File: src/rtl/lamp_pkg.sv
`default_nettype none
// +------------------------------------------------------------------+
// | lamp_pkg: shared lamp codes and sequencer states                 |
// | Rev 1.0                                                          |
// +------------------------------------------------------------------+
package lamp_pkg;

    typedef enum logic [1:0] {
        LAMP_OFF = 2'b00,
        LAMP_1   = 2'b01,
        LAMP_2   = 2'b10,
        LAMP_3   = 2'b11
    } lamp_code_t;

    typedef enum logic [1:0] {
        IDLE = 2'b00,
        PLAY = 2'b01,
        DONE = 2'b10
    } seq_state_t;

    // Returns {lamp3, lamp2, lamp1}.
    function automatic logic [2:0] lamp_onehot(input lamp_code_t code);
        logic [2:0] res;
        res = 3'b000;
        case (code)
            LAMP_1:  res = 3'b001;
            LAMP_2:  res = 3'b010;
            LAMP_3:  res = 3'b100;
            default: res = 3'b000;
        endcase
        return res;
    endfunction

endpackage
`default_nettype wire

File: src/rtl/lamp_seq_gen_if.sv
`default_nettype none
// +------------------------------------------------------------------+
// | lamp_seq_gen_if: control and lamp-drive bundle of the sequencer  |
// | Rev 1.0                                                          |
// +------------------------------------------------------------------+
interface lamp_seq_gen_if #(
    parameter int MAX_STEPS = 8,
    parameter int HOLD_W    = 4
);
    localparam int LEN_W = $clog2(MAX_STEPS + 1);
    localparam int IDX_W = $clog2(MAX_STEPS);

    logic                   start;
    logic                   abort;
    logic                   loop;
    logic [2*MAX_STEPS-1:0] pattern;
    logic [LEN_W-1:0]       length;
    logic [HOLD_W-1:0]      hold;
    logic                   lamp1;
    logic                   lamp2;
    logic                   lamp3;
    logic                   busy;
    logic                   done;
    logic [IDX_W-1:0]       step_idx;

    modport master (
        output start, abort, loop, pattern, length, hold,
        input  lamp1, lamp2, lamp3, busy, done, step_idx
    );

    modport slave (
        input  start, abort, loop, pattern, length, hold,
        output lamp1, lamp2, lamp3, busy, done, step_idx
    );

endinterface
`default_nettype wire

File: src/rtl/lamp_hold_timer.sv
`default_nettype none
// +------------------------------------------------------------------+
// | lamp_hold_timer: loadable down-counter, expire while count is 0  |
// | Rev 1.0                                                          |
// +------------------------------------------------------------------+
module lamp_hold_timer #(
    parameter int HOLD_W = 4
) (
    input  logic              clk,
    input  logic              reset,
    input  logic              load,
    input  logic [HOLD_W-1:0] value,
    output logic              expire
);
    logic [HOLD_W-1:0] count;

    always_ff @(posedge clk) begin
        if (reset) begin
            count <= '0;
        end else if (load) begin
            count <= value;
        end else if (count != '0) begin
            count <= count - HOLD_W'(1);
        end
    end

    assign expire = (count == '0);

endmodule
`default_nettype wire

File: src/rtl/lamp_seq_gen.sv
`default_nettype none
// +------------------------------------------------------------------+
// | lamp_seq_gen: plays a latched one-hot lamp sequence with hold    |
// | Rev 1.0                                                          |
// +------------------------------------------------------------------+
module lamp_seq_gen
    import lamp_pkg::*;
#(
    parameter int MAX_STEPS = 8,
    parameter int HOLD_W    = 4
) (
    input  logic          clk,
    input  logic          reset,
    lamp_seq_gen_if.slave bus
);
    localparam int LEN_W = $clog2(MAX_STEPS + 1);
    localparam int IDX_W = $clog2(MAX_STEPS);
    localparam logic [LEN_W-1:0] MAX_LEN = LEN_W'(MAX_STEPS);

    seq_state_t             state, state_d;
    logic [2*MAX_STEPS-1:0] pat_q, pat_src;
    logic [HOLD_W-1:0]      hold_q, load_val;
    logic [LEN_W-1:0]       len_q, len_eff;
    logic [IDX_W-1:0]       step_q, step_d;
    lamp_code_t             code_d;
    logic                   busy_d, done_d, latch, load, expire, last_step;
    logic [2:0]             lamps_q;
    logic                   busy_q, done_q;

    assign len_eff   = (bus.length > MAX_LEN) ? MAX_LEN : bus.length;
    assign last_step = ((LEN_W'(step_q) + LEN_W'(1)) == len_q);
    // In IDLE the step-0 code must come straight from the inputs being latched.
    assign pat_src   = (state == IDLE) ? bus.pattern : pat_q;

    lamp_hold_timer #(.HOLD_W(HOLD_W)) u_timer (
        .clk    (clk),
        .reset  (reset),
        .load   (load),
        .value  (load_val),
        .expire (expire)
    );

    always_comb begin
        state_d  = state;
        step_d   = step_q;
        busy_d   = 1'b0;
        done_d   = 1'b0;
        latch    = 1'b0;
        load     = 1'b0;
        load_val = hold_q;
        code_d   = LAMP_OFF;
        unique case (state)
            IDLE: begin
                if (bus.start && (bus.length != '0)) begin
                    state_d  = PLAY;
                    step_d   = '0;
                    latch    = 1'b1;
                    load     = 1'b1;
                    load_val = bus.hold;
                    busy_d   = 1'b1;
                end
            end
            PLAY: begin
                if (bus.abort) begin
                    state_d = IDLE;
                    step_d  = '0;
                end else if (expire && last_step) begin
                    step_d = '0;
                    if (bus.loop) begin
                        load   = 1'b1;
                        busy_d = 1'b1;
                    end else begin
                        state_d = DONE;
                        done_d  = 1'b1;
                    end
                end else if (expire) begin
                    step_d = step_q + IDX_W'(1);
                    load   = 1'b1;
                    busy_d = 1'b1;
                end else begin
                    busy_d = 1'b1;
                end
            end
            DONE: begin
                state_d = IDLE;
            end
            default: begin
                state_d = IDLE;
                step_d  = '0;
            end
        endcase
        if (busy_d) begin
            code_d = lamp_code_t'(pat_src[{step_d, 1'b0} +: 2]);
        end
    end

    always_ff @(posedge clk) begin
        if (reset) begin
            state   <= IDLE;
            step_q  <= '0;
            pat_q   <= '0;
            hold_q  <= '0;
            len_q   <= '0;
            lamps_q <= 3'b000;
            busy_q  <= 1'b0;
            done_q  <= 1'b0;
        end else begin
            state   <= state_d;
            step_q  <= step_d;
            lamps_q <= lamp_onehot(code_d);
            busy_q  <= busy_d;
            done_q  <= done_d;
            if (latch) begin
                pat_q  <= bus.pattern;
                hold_q <= bus.hold;
                len_q  <= len_eff;
            end
        end
    end

    assign bus.lamp1    = lamps_q[0];
    assign bus.lamp2    = lamps_q[1];
    assign bus.lamp3    = lamps_q[2];
    assign bus.busy     = busy_q;
    assign bus.done     = done_q;
    assign bus.step_idx = step_q;

endmodule
`default_nettype wire

File: src/flat_wrapper.sv
// flat-port wrapper written by rule: the top's interface ports become plain ports
module lamp_seq_gen_flat import lamp_pkg::*;
#(
    parameter int MAX_STEPS = 8,
    parameter int HOLD_W    = 4
)
  (clk, reset, bus_start, bus_abort, bus_loop, bus_pattern, bus_length, bus_hold, bus_lamp1, bus_lamp2, bus_lamp3, bus_busy, bus_done, bus_step_idx);
  lamp_seq_gen_if #(.MAX_STEPS(MAX_STEPS), .HOLD_W(HOLD_W)) bus_i ();
  input  logic clk;
  input  logic reset;
  input wire logic [$bits(bus_i.start)-1:0] bus_start;
  input wire logic [$bits(bus_i.abort)-1:0] bus_abort;
  input wire logic [$bits(bus_i.loop)-1:0] bus_loop;
  input wire logic [$bits(bus_i.pattern)-1:0] bus_pattern;
  input wire logic [$bits(bus_i.length)-1:0] bus_length;
  input wire logic [$bits(bus_i.hold)-1:0] bus_hold;
  output wire logic [$bits(bus_i.lamp1)-1:0] bus_lamp1;
  output wire logic [$bits(bus_i.lamp2)-1:0] bus_lamp2;
  output wire logic [$bits(bus_i.lamp3)-1:0] bus_lamp3;
  output wire logic [$bits(bus_i.busy)-1:0] bus_busy;
  output wire logic [$bits(bus_i.done)-1:0] bus_done;
  output wire logic [$bits(bus_i.step_idx)-1:0] bus_step_idx;
  assign bus_i.start = bus_start;
  assign bus_i.abort = bus_abort;
  assign bus_i.loop = bus_loop;
  assign bus_i.pattern = bus_pattern;
  assign bus_i.length = bus_length;
  assign bus_i.hold = bus_hold;
  assign bus_lamp1 = bus_i.lamp1;
  assign bus_lamp2 = bus_i.lamp2;
  assign bus_lamp3 = bus_i.lamp3;
  assign bus_busy = bus_i.busy;
  assign bus_done = bus_i.done;
  assign bus_step_idx = bus_i.step_idx;
  lamp_seq_gen #(.MAX_STEPS(MAX_STEPS), .HOLD_W(HOLD_W)) u_core (.clk(clk), .reset(reset), .bus(bus_i));
endmodule
File: config.mk
export PLATFORM = sky130hd
export DESIGN_NAME = lamp_seq_gen_flat
export DESIGN_NICKNAME = d
export VERILOG_FILES = /design/src/rtl/lamp_pkg.sv /design/src/rtl/lamp_seq_gen_if.sv /design/src/rtl/lamp_hold_timer.sv /design/src/rtl/lamp_seq_gen.sv /design/src/flat_wrapper.sv
export SDC_FILE = /design/constraint.sdc
export NUM_CORES = 1
export LEC_CHECK = 0
export CORE_MARGIN = 2
export CORE_UTILIZATION = 38
export DETAILED_ROUTE_END_ITERATION = 6
export GPL_TIMING_DRIVEN = 0
export PLACE_DENSITY = 0.62
export SYNTH_ARGS = -nofsm -noshare
export SYNTH_HDL_FRONTEND = slang
export SYNTH_SLANG_ARGS = --single-unit
File: constraint.sdc
create_clock -name clk -period 2.96 [get_ports clk]
set_input_delay 0.888 -clock clk [delete_from_list [all_inputs] [get_ports clk]]
set_output_delay 0.888 -clock clk [all_outputs]
set_load 0.02 [all_outputs]
==> results of run 1 <==
## worst register-to-register path, cell delays in order, from the launching register on
cell and delay [ps]:
dfxtp_1 450, ha_1 280, xor2_2 120, or3_4 370
a21oi_4 260, nor2_1 130, or4_1 510, a41o_1 300
a32o_1 260
## where the power goes
| group | internal, mW | switching, mW |
|---|---|---|
| sequential | 0.545 | 0.0266 |
| combinational | 0.151 | 0.202 |
| clock | 0.187 | 0.192 |
| total | 0.883 | 0.421 |
## flip-flops by register name, summed over array words and instances, names as in the netlist
name	cells
u_core.state	2
u_core.hold_q	4
u_core.u_timer.count	4
u_core.len_q	4
u_core.lamps_q	3
u_core.bus.done	1
u_core.bus.busy	1
u_core.pat_q	16
u_core.bus.step_idx	3
## per-layer routing
metal / share of wire (%) / global-route usage (%)
met5: 0 / 0
met1: 47 / 30.6
met4: 2.2 / 7.29
met2: 45 / 32.9
met3: 6.0 / 4.30
## worst min path at each step
stage	from	end	slack, ps	cells after the start
after floorplan	u_core.hold_q[1]$_SDFFE_PP0P_	u_core.hold_q[1]$_SDFFE_PP0P_	430	2
after global placement	u_core.pat_q[13]$_SDFFE_PP0P_	u_core.pat_q[13]$_SDFFE_PP0P_	440	2
after detailed placement	u_core.pat_q[15]$_SDFFE_PP0P_	u_core.pat_q[15]$_SDFFE_PP0P_	450	2
after CTS	u_core.pat_q[15]$_SDFFE_PP0P_	u_core.pat_q[15]$_SDFFE_PP0P_	460	2
after global routing	u_core.pat_q[5]$_SDFFE_PP0P_	u_core.pat_q[5]$_SDFFE_PP0P_	490	2
final	u_core.pat_q[15]$_SDFFE_PP0P_	u_core.pat_q[15]$_SDFFE_PP0P_	460	2
## cell families (layout without fill, tap and decap cells)
group	Yosys count	in the layout
AOI/OAI and AO/OA	92	92
buffers and inverters	22	67
DFF	38	38
muxes	4	4
xor gates and xnor gates	4	4
adders and majority gates	2	2
and+or+nand+nor	120	120
## what timing repair did
action                     in CTS  in global routing
setup buffers                   2                  1
hold buffers                    0                  0
setup endpoints to repair       6                  4
gates resized for setup        15                 19
pin swaps                       3                  6
## synthesized netlist by cell type (all sizes together), types with 2 or more instances
cell type  instances  area, um^2
a211oi             3        22.5
a21o               6        45.0
a21oi             34         181
a221oi             3        26.3
a311oi             4        35.0
a31oi              5        31.3
a32oi              2        17.5
and3               2        12.5
buf                5        33.8
clkbuf            11        41.3
dfxtp             38         761
ha                 2        25.0
inv                6        22.5
mux2i              4        40.0
nand2             68         255
nand3              3        15.0
nand3b             3        22.5
nor2              13        53.8
nor3               5        25.0
nor3b              4        35.0
nor4               4        25.0
o211ai             2        20.0
o21ai              8        40.0
o22ai              5        31.3
o31ai              3        22.5
o32ai              3        26.3
or3                8        55.1
or3b               3        26.3
or4                2        15.0
xor2               3        26.3
## final cells by class
cell class / instances / area [um^2]
clock inverters: 2 / 12.5
clock buffers: 6 / 82.6
fillers: 584 / 2700
plain buffers: 15 / 71.3
inverters: 6 / 22.5
multi-input cells: 222 / 1440
repair buffers: 38 / 359
flip-flops and latches: 38 / 761
well taps: 72 / 90.1
## through the flow
step                setup TNS, ps  setup WS (ps)
floorplan                       0            307
global placement            -3450           -598
detailed placement          -4490           -637
CTS                             0           12.6
global route                    0           18.1
finish                          0           55.9
==> report_table.html, run 1 <==
<table>
<tr><th>Metric</th><th>Value</th></tr>
<tr><th colspan="2">Status</th></tr>
<tr><td>Result of the run</td><td>complete, no violations</td></tr>
<tr><th colspan="2">Layout</th></tr>
<tr><td>Cell Count, Final, Fillers Out</td><td>399</td></tr>
<tr><td>Final core occ</td><td>51.2%</td></tr>
<tr><td>Most frequent standard cell in the layout excluding fill and tap cells</td><td>nand2_1</td></tr>
<tr><td>Final Net Count</td><td>357</td></tr>
<tr><td>Design area</td><td>2840 um^2</td></tr>
<tr><td>Antenna diode count</td><td>0</td></tr>
<tr><td>Post-synthesis to final-layout area growth</td><td>30.0%</td></tr>
<tr><td>Fraction of final layout cells sized beyond drive strength 1</td><td>14.4%</td></tr>
<tr><td>Most used cells in the layout excluding fill and tap cells</td><td>67 x nand2_1, 38 x dfxtp_1, 31 x a21oi_1, 30 x clkdlybuf4s50_1, 10 x clkbuf_1</td></tr>
<tr><th colspan="2">Logic synthesis</th></tr>
<tr><td>FFs w/ async S/R, synth</td><td>0%</td></tr>
<tr><td>Synthesized-area fraction occupied by ao, oa, aoi and oai cells</td><td>29.8%</td></tr>
<tr><td>Synthesized instance count</td><td>282</td></tr>
<tr><td>Synth Flop Type</td><td>dfxtp_1</td></tr>
<tr><td>Register area share after synthesis</td><td>34.8%</td></tr>
<tr><td>Synthesized net count</td><td>313</td></tr>
<tr><td>Multiplexer share of the synthesized area</td><td>1.83%</td></tr>
<tr><td>Count of different cell masters after synthesis</td><td>59</td></tr>
<tr><td>Adder-Cell Fraction of Synth Area</td><td>1.15%</td></tr>
<tr><td>Post-synthesis share of cell area spent on xor and xnor gates</td><td>1.60%</td></tr>
<tr><td>Syn Std Cell Area</td><td>2180 um^2</td></tr>
<tr><td>Mean area per synthesized cell</td><td>7.75 um^2</td></tr>
<tr><td>Register bit total from synthesis</td><td>38</td></tr>
<tr><td>Number of flops mapped to enable cells by yosys</td><td>0</td></tr>
<tr><td>Warnings from Yosys</td><td>0</td></tr>
<tr><td>Largest family of logic cells by synthesized area</td><td>compound AO/OA/AOI/OAI gates</td></tr>
<tr><td>Synth Area in Simple Gates</td><td>26.3%</td></tr>
<tr><th colspan="2">Setup path</th></tr>
<tr><td>Largest stage delay on the critical path</td><td>500 ps</td></tr>
<tr><td>Crit path launch</td><td>bus_abort</td></tr>
<tr><td>Type of element launching the critical path</td><td>input pin</td></tr>
<tr><td>Data required time of the worst path</td><td>3150 ps</td></tr>
<tr><td>Data arrival time of the worst path</td><td>3090 ps</td></tr>
<tr><td>Critical path class</td><td>input pin to register</td></tr>
<tr><td>Reg-to-reg critical path startpoint</td><td>u_core.bus.step_idx[1]$_SDFF_PP0_</td></tr>
<tr><td>Reg-to-Reg End</td><td>u_core.lamps_q[0]$_SDFF_PP0_</td></tr>
<tr><td>Highest-delay cell along the critical path</td><td>clkdlybuf4s50_1</td></tr>
<tr><td>CP Capture Point</td><td>u_core.lamps_q[0]$_SDFF_PP0_</td></tr>
<tr><td>Cell breakdown of the critical path</td><td>clkdlybuf4s50_1 &gt; or3b_4 &gt; nor2_2 &gt; nand2_1 &gt; or3_1 &gt; a41o_1 &gt; a32o_1</td></tr>
<tr><td>R2R depth</td><td>8</td></tr>
<tr><td>Kind of end point of the critical path</td><td>register</td></tr>
<tr><td>Critical path depth</td><td>7</td></tr>
<tr><td>Sum of buffers and inverters on the critical path</td><td>1</td></tr>
<tr><td>Register-to-register setup slack</td><td>190 ps</td></tr>
<tr><td>CP Max Fanout</td><td>6</td></tr>
<tr><td>Crit-path leading delay family</td><td>simple AND/OR/NAND/NOR gates</td></tr>
<tr><th colspan="2">Floorplanning</th></tr>
<tr><td>Placeable core region</td><td>5540 um^2</td></tr>
<tr><td>Vertical die dimension</td><td>79.8 um</td></tr>
<tr><td>Placement Rows</td><td>27</td></tr>
<tr><td>DIE AREA</td><td>6370 um^2</td></tr>
<tr><td>Starting Density</td><td>39.4%</td></tr>
<tr><td>Io pins</td><td>37</td></tr>
<tr><td>Die span in x</td><td>79.8 um</td></tr>
<tr><th colspan="2">Detailed routing</th></tr>
<tr><td>First-iteration detailed-routing DRC count</td><td>205</td></tr>
<tr><td>Via count normalized by instance count</td><td>5.74</td></tr>
<tr><td>Total Wirelength</td><td>6480 um</td></tr>
<tr><td>Number of nets still failing antenna checks after routing</td><td>0</td></tr>
<tr><td>Initial DRT Pass Iterations</td><td>4</td></tr>
<tr><td>Final routed DRC violation total</td><td>0</td></tr>
<tr><td>Overall via count from detail_route</td><td>2292</td></tr>
<tr><td>WL/cell</td><td>16.2 um</td></tr>
<tr><th colspan="2">Power</th></tr>
<tr><td>Static Leakage</td><td>1.05 nW</td></tr>
<tr><td>Worst vdd rail ir drop</td><td>0.196 mV</td></tr>
<tr><td>Overall power of the completed layout</td><td>1.30 mW</td></tr>
<tr><td>Power per Cell Area</td><td>459 nW/um^2</td></tr>
<tr><th colspan="2">Clock network</th></tr>
<tr><td>Maximum count of clock buffers along a single path</td><td>2</td></tr>
<tr><td>H-tree Lvls</td><td>2</td></tr>
<tr><td>Cell at the root of the clock tree</td><td>clkbuf_8</td></tr>
<tr><td>Register clock-pin slew on the reported worst setup and hold paths</td><td>80 ps</td></tr>
<tr><td>CTS tree</td><td>done</td></tr>
<tr><td>Clock net sink count</td><td>38</td></tr>
<tr><td>Skew-Pair Late Insertion Delay</td><td>290 ps</td></tr>
<tr><td>TritonCTS buffer count</td><td>5</td></tr>
<tr><th colspan="2">STA</th></tr>
<tr><td>Post-Route Hold Slack</td><td>457 ps</td></tr>
<tr><td>Minimum clock period</td><td>2900 ps</td></tr>
<tr><td>RSZ-0062 raised after global routing</td><td>false</td></tr>
<tr><td>Headroom to the max-slew limit</td><td>54.2%</td></tr>
<tr><td>Final hold violation count</td><td>0</td></tr>
<tr><td>Slew Viols, Final</td><td>0</td></tr>
<tr><td>Worst setup skew after layout</td><td>9.34 ps</td></tr>
<tr><td>Final critical-path share of the clock period</td><td>98.1%</td></tr>
<tr><td># setup viols final</td><td>0</td></tr>
<tr><td>Transition time at the pin with the least slew margin</td><td>685 ps</td></tr>
<tr><td>Fmax</td><td>344 MHz</td></tr>
<tr><th colspan="2">Global route</th></tr>
<tr><td>Number of global-route vias before repair</td><td>2143</td></tr>
<tr><td>Antenna violations before repair</td><td>0</td></tr>
<tr><td>Global-route wire length before repair</td><td>10800 um</td></tr>
<tr><td>Total routing resource utilization after global routing</td><td>21.7%</td></tr>
<tr><td>Global-route congestion overflow total</td><td>0</td></tr>
<tr><td>Largest net degree at the start of global routing</td><td>13</td></tr>
<tr><th colspan="2">Placement</th></tr>
<tr><td>Cell area after placement</td><td>2630 um^2</td></tr>
<tr><td>Total instance count after detailed placement</td><td>389</td></tr>
<tr><td>Placed wire-length estimate after detailed placement</td><td>4610 um</td></tr>
<tr><td>Count of input and output buffers</td><td>35</td></tr>
<tr><td>Weighted congestion at the end of routability-driven global placement</td><td>0.876</td></tr>
<tr><th colspan="2">Job</th></tr>
<tr><td>Maximum Capacitance Violations</td><td>0</td></tr>
<tr><th colspan="2">Hold path</th></tr>
<tr><td>Worst min path class</td><td>register to register</td></tr>
</table>
Note: power is estimated with default switching activity, not from simulation.
==> inputs of run 2 (changes only) <==
--- a/config.mk
+++ b/config.mk
@@ -5,7 +5,7 @@
 export SDC_FILE = /design/constraint.sdc
 export NUM_CORES = 1
 export LEC_CHECK = 0
-export CORE_MARGIN = 2
+export CORE_MARGIN = 3
 export CORE_UTILIZATION = 38
 export DETAILED_ROUTE_END_ITERATION = 6
 export GPL_TIMING_DRIVEN = 0
==> report_table.html, run 2 (synthesized netlist as in run 1, its figures left out) <==
<table>
<tr><th>Metric</th><th>Value</th></tr>
<tr><th colspan="2">Status</th></tr>
<tr><td>Result of the run</td><td>complete, no violations</td></tr>
<tr><th colspan="2">STA</th></tr>
<tr><td>Final setup TNS</td><td>0 ps</td></tr>
<tr><td>Worst setup skew after layout</td><td>7.49 ps</td></tr>
<tr><td>Minimum setup slack in the final design</td><td>76.3 ps</td></tr>
<tr><td>Slew Viols, Final</td><td>0</td></tr>
<tr><td>Final critical-path share of the clock period</td><td>97.4%</td></tr>
<tr><td>Post-Route Hold Slack</td><td>455 ps</td></tr>
<tr><td># setup viols final</td><td>0</td></tr>
<tr><td>Minimum clock period</td><td>2880 ps</td></tr>
<tr><td>Fmax</td><td>347 MHz</td></tr>
<tr><td>Final hold violation count</td><td>0</td></tr>
<tr><td>Headroom to the max-slew limit</td><td>55.2%</td></tr>
<tr><td>Transition time at the pin with the least slew margin</td><td>669 ps</td></tr>
<tr><th colspan="2">Clock network</th></tr>
<tr><td>CTS tree</td><td>done</td></tr>
<tr><td>H-tree Lvls</td><td>2</td></tr>
<tr><td>Cell at the root of the clock tree</td><td>clkbuf_8</td></tr>
<tr><td>Skew-Pair Late Insertion Delay</td><td>300 ps</td></tr>
<tr><td>Clock net sink count</td><td>38</td></tr>
<tr><td>TritonCTS buffer count</td><td>5</td></tr>
<tr><td>Maximum count of clock buffers along a single path</td><td>2</td></tr>
<tr><td>Register clock-pin slew on the reported worst setup and hold paths</td><td>80 ps</td></tr>
<tr><td># hold bufs at CTS</td><td>0</td></tr>
<tr><th colspan="2">Layout</th></tr>
<tr><td>Most used cells in the layout excluding fill and tap cells</td><td>67 x nand2_1, 38 x dfxtp_1, 31 x a21oi_1, 31 x clkdlybuf4s50_1</td></tr>
<tr><td>Fraction of final layout cells sized beyond drive strength 1</td><td>10.8%</td></tr>
<tr><td>Largest reg by FF count</td><td>u_core.pat_q</td></tr>
<tr><td>Final Net Count</td><td>355</td></tr>
<tr><td>Design area</td><td>2810 um^2</td></tr>
<tr><td>Most frequent standard cell in the layout excluding fill and tap cells</td><td>nand2_1</td></tr>
<tr><td>Final core occ</td><td>52.7%</td></tr>
<tr><td>Largest register FFs</td><td>16</td></tr>
<tr><td>Final-layout fill cell count</td><td>540</td></tr>
<tr><td>Post-synthesis to final-layout area growth</td><td>28.6%</td></tr>
<tr><td>Antenna diode count</td><td>0</td></tr>
<tr><th colspan="2">Hold path</th></tr>
<tr><td>Worst min path class</td><td>register to register</td></tr>
<tr><th colspan="2">Setup path</th></tr>
<tr><td>Kind of end point of the critical path</td><td>register</td></tr>
<tr><td>Highest-delay cell along the critical path</td><td>o41a_1</td></tr>
<tr><td>Data arrival time of the worst path</td><td>3090 ps</td></tr>
<tr><td>Type of element launching the critical path</td><td>input pin</td></tr>
<tr><td>CP Max Fanout</td><td>6</td></tr>
<tr><td>Critical path class</td><td>input pin to register</td></tr>
<tr><td>Data required time of the worst path</td><td>3170 ps</td></tr>
<tr><td>Crit-path leading delay family</td><td>compound AO/OA/AOI/OAI gates</td></tr>
<tr><td>Largest stage delay on the critical path</td><td>560 ps</td></tr>
<tr><td>Sum of buffers and inverters on the critical path</td><td>2</td></tr>
<tr><td>Cell breakdown of the critical path</td><td>dlygate4sd2_1 &gt; o41a_1 &gt; buf_4 &gt; or3_1 &gt; o21ai_0 &gt; a221oi_1 &gt; o311a_1 &gt; a41o_1 &gt; o32ai_1</td></tr>
<tr><th colspan="2">Detailed routing</th></tr>
<tr><td>WL/cell</td><td>17.2 um</td></tr>
<tr><td>Via count normalized by instance count</td><td>5.92</td></tr>
<tr><td>Initial DRT Pass Iterations</td><td>5</td></tr>
<tr><td>Overall via count from detail_route</td><td>2331</td></tr>
<tr><td>Final routed DRC violation total</td><td>0</td></tr>
<tr><td>Total Wirelength</td><td>6780 um</td></tr>
<tr><td>Number of nets still failing antenna checks after routing</td><td>0</td></tr>
<tr><td>First-iteration detailed-routing DRC count</td><td>161</td></tr>
<tr><th colspan="2">Power</th></tr>
<tr><td>Worst vdd rail ir drop</td><td>0.224 mV</td></tr>
<tr><td>Static Leakage</td><td>1.03 nW</td></tr>
<tr><td>Power per Cell Area</td><td>494 nW/um^2</td></tr>
<tr><th colspan="2">Global route</th></tr>
<tr><td>Global-route wire length before repair</td><td>10800 um</td></tr>
<tr><td>Number of global-route vias before repair</td><td>2151</td></tr>
<tr><td>Total routing resource utilization after global routing</td><td>21.4%</td></tr>
<tr><td>Antenna violations before repair</td><td>0</td></tr>
<tr><td>Largest net degree at the start of global routing</td><td>12</td></tr>
<tr><td>Global-route congestion overflow total</td><td>0</td></tr>
<tr><th colspan="2">Placement</th></tr>
<tr><td>Count of input and output buffers</td><td>35</td></tr>
<tr><td>Weighted congestion at the end of routability-driven global placement</td><td>0.855</td></tr>
<tr><td>Worst slack, placed</td><td>-555 ps</td></tr>
<tr><td>Placed wire-length estimate after detailed placement</td><td>4740 um</td></tr>
<tr><td>Cell area after placement</td><td>2620 um^2</td></tr>
<tr><th colspan="2">Floorplanning</th></tr>
<tr><td>DIE AREA</td><td>6690 um^2</td></tr>
<tr><td>Die span in x</td><td>81.8 um</td></tr>
<tr><td>Starting Density</td><td>40.9%</td></tr>
<tr><td>Io pins</td><td>37</td></tr>
<tr><td>Vertical die dimension</td><td>81.8 um</td></tr>
<tr><td>Placement Rows</td><td>26</td></tr>
<tr><td>Placeable core region</td><td>5340 um^2</td></tr>
<tr><th colspan="2">Job</th></tr>
<tr><td>Maximum Capacitance Violations</td><td>0</td></tr>
</table>
run 2: stage by stage:
| step | power [mW] | cells |
|---|---|---|
| 2_1_floorplan | 0.793 | 282 |
| 3_3_place_gp | 0.907 | 387 |
| 3_5_place_dp | 0.912 | 387 |
| 4_1_cts | 1.38 | 394 |
| 5_1_grt | 1.45 | 394 |
| 6_report | 1.39 | 394 |
run 2: repair_timing:
item	in CTS	in global routing
gates resized for setup	14	7
setup buffers	0	1
setup endpoints to repair	6	4
pin swaps	3	0
cloned	0	0
run 2: power breakdown:
part	internal, mW	total, mW	switching [mW]
sequential	0.545	0.571	0.0263
clock	0.270	0.468	0.198
combinational	0.146	0.348	0.203
total	0.961	1.39	0.427
run 2: area by class of cell:
type	instances	area [um^2]	area share, %
inverters	6	22.5	0.801
clock inverters	1	30.0	1.07
plain buffers	15	71.3	2.54
clock buffers	6	82.6	2.94
multi-input cells	222	1400	49.9
repair buffers	36	353	12.6
well taps	70	87.6	3.12
flip-flops and latches	38	761	27.1
run 2: worst min-delay path, cell delays in order, from the launching register on:
cell     delay (ps)
dfxtp_1         310
nand2_1          50
a21oi_1          50
run 2: worst paths after layout:
path	startpoint	endpoint	slack, ps	depth (start not counted)
min reg2reg	u_core.pat_q[15]$_SDFFE_PP0P_	u_core.pat_q[15]$_SDFFE_PP0P_	460	2
max reg2reg	u_core.bus.step_idx[1]$_SDFF_PP0_	u_core.lamps_q[1]$_SDFF_PP0_	140	8
max	bus_length[1]	u_core.lamps_q[1]$_SDFF_PP0_	80	9
min	u_core.pat_q[15]$_SDFFE_PP0P_	u_core.pat_q[15]$_SDFFE_PP0P_	460	2
run 2: metal layers:
metal	global-route usage (%)	vias to the layer above	wire, um
met4	8.64	0	115
met2	33.1	94	3100
met5	0	-	0
li1	-	1121	-
met3	2.74	10	439
met1	30.1	1106	3130
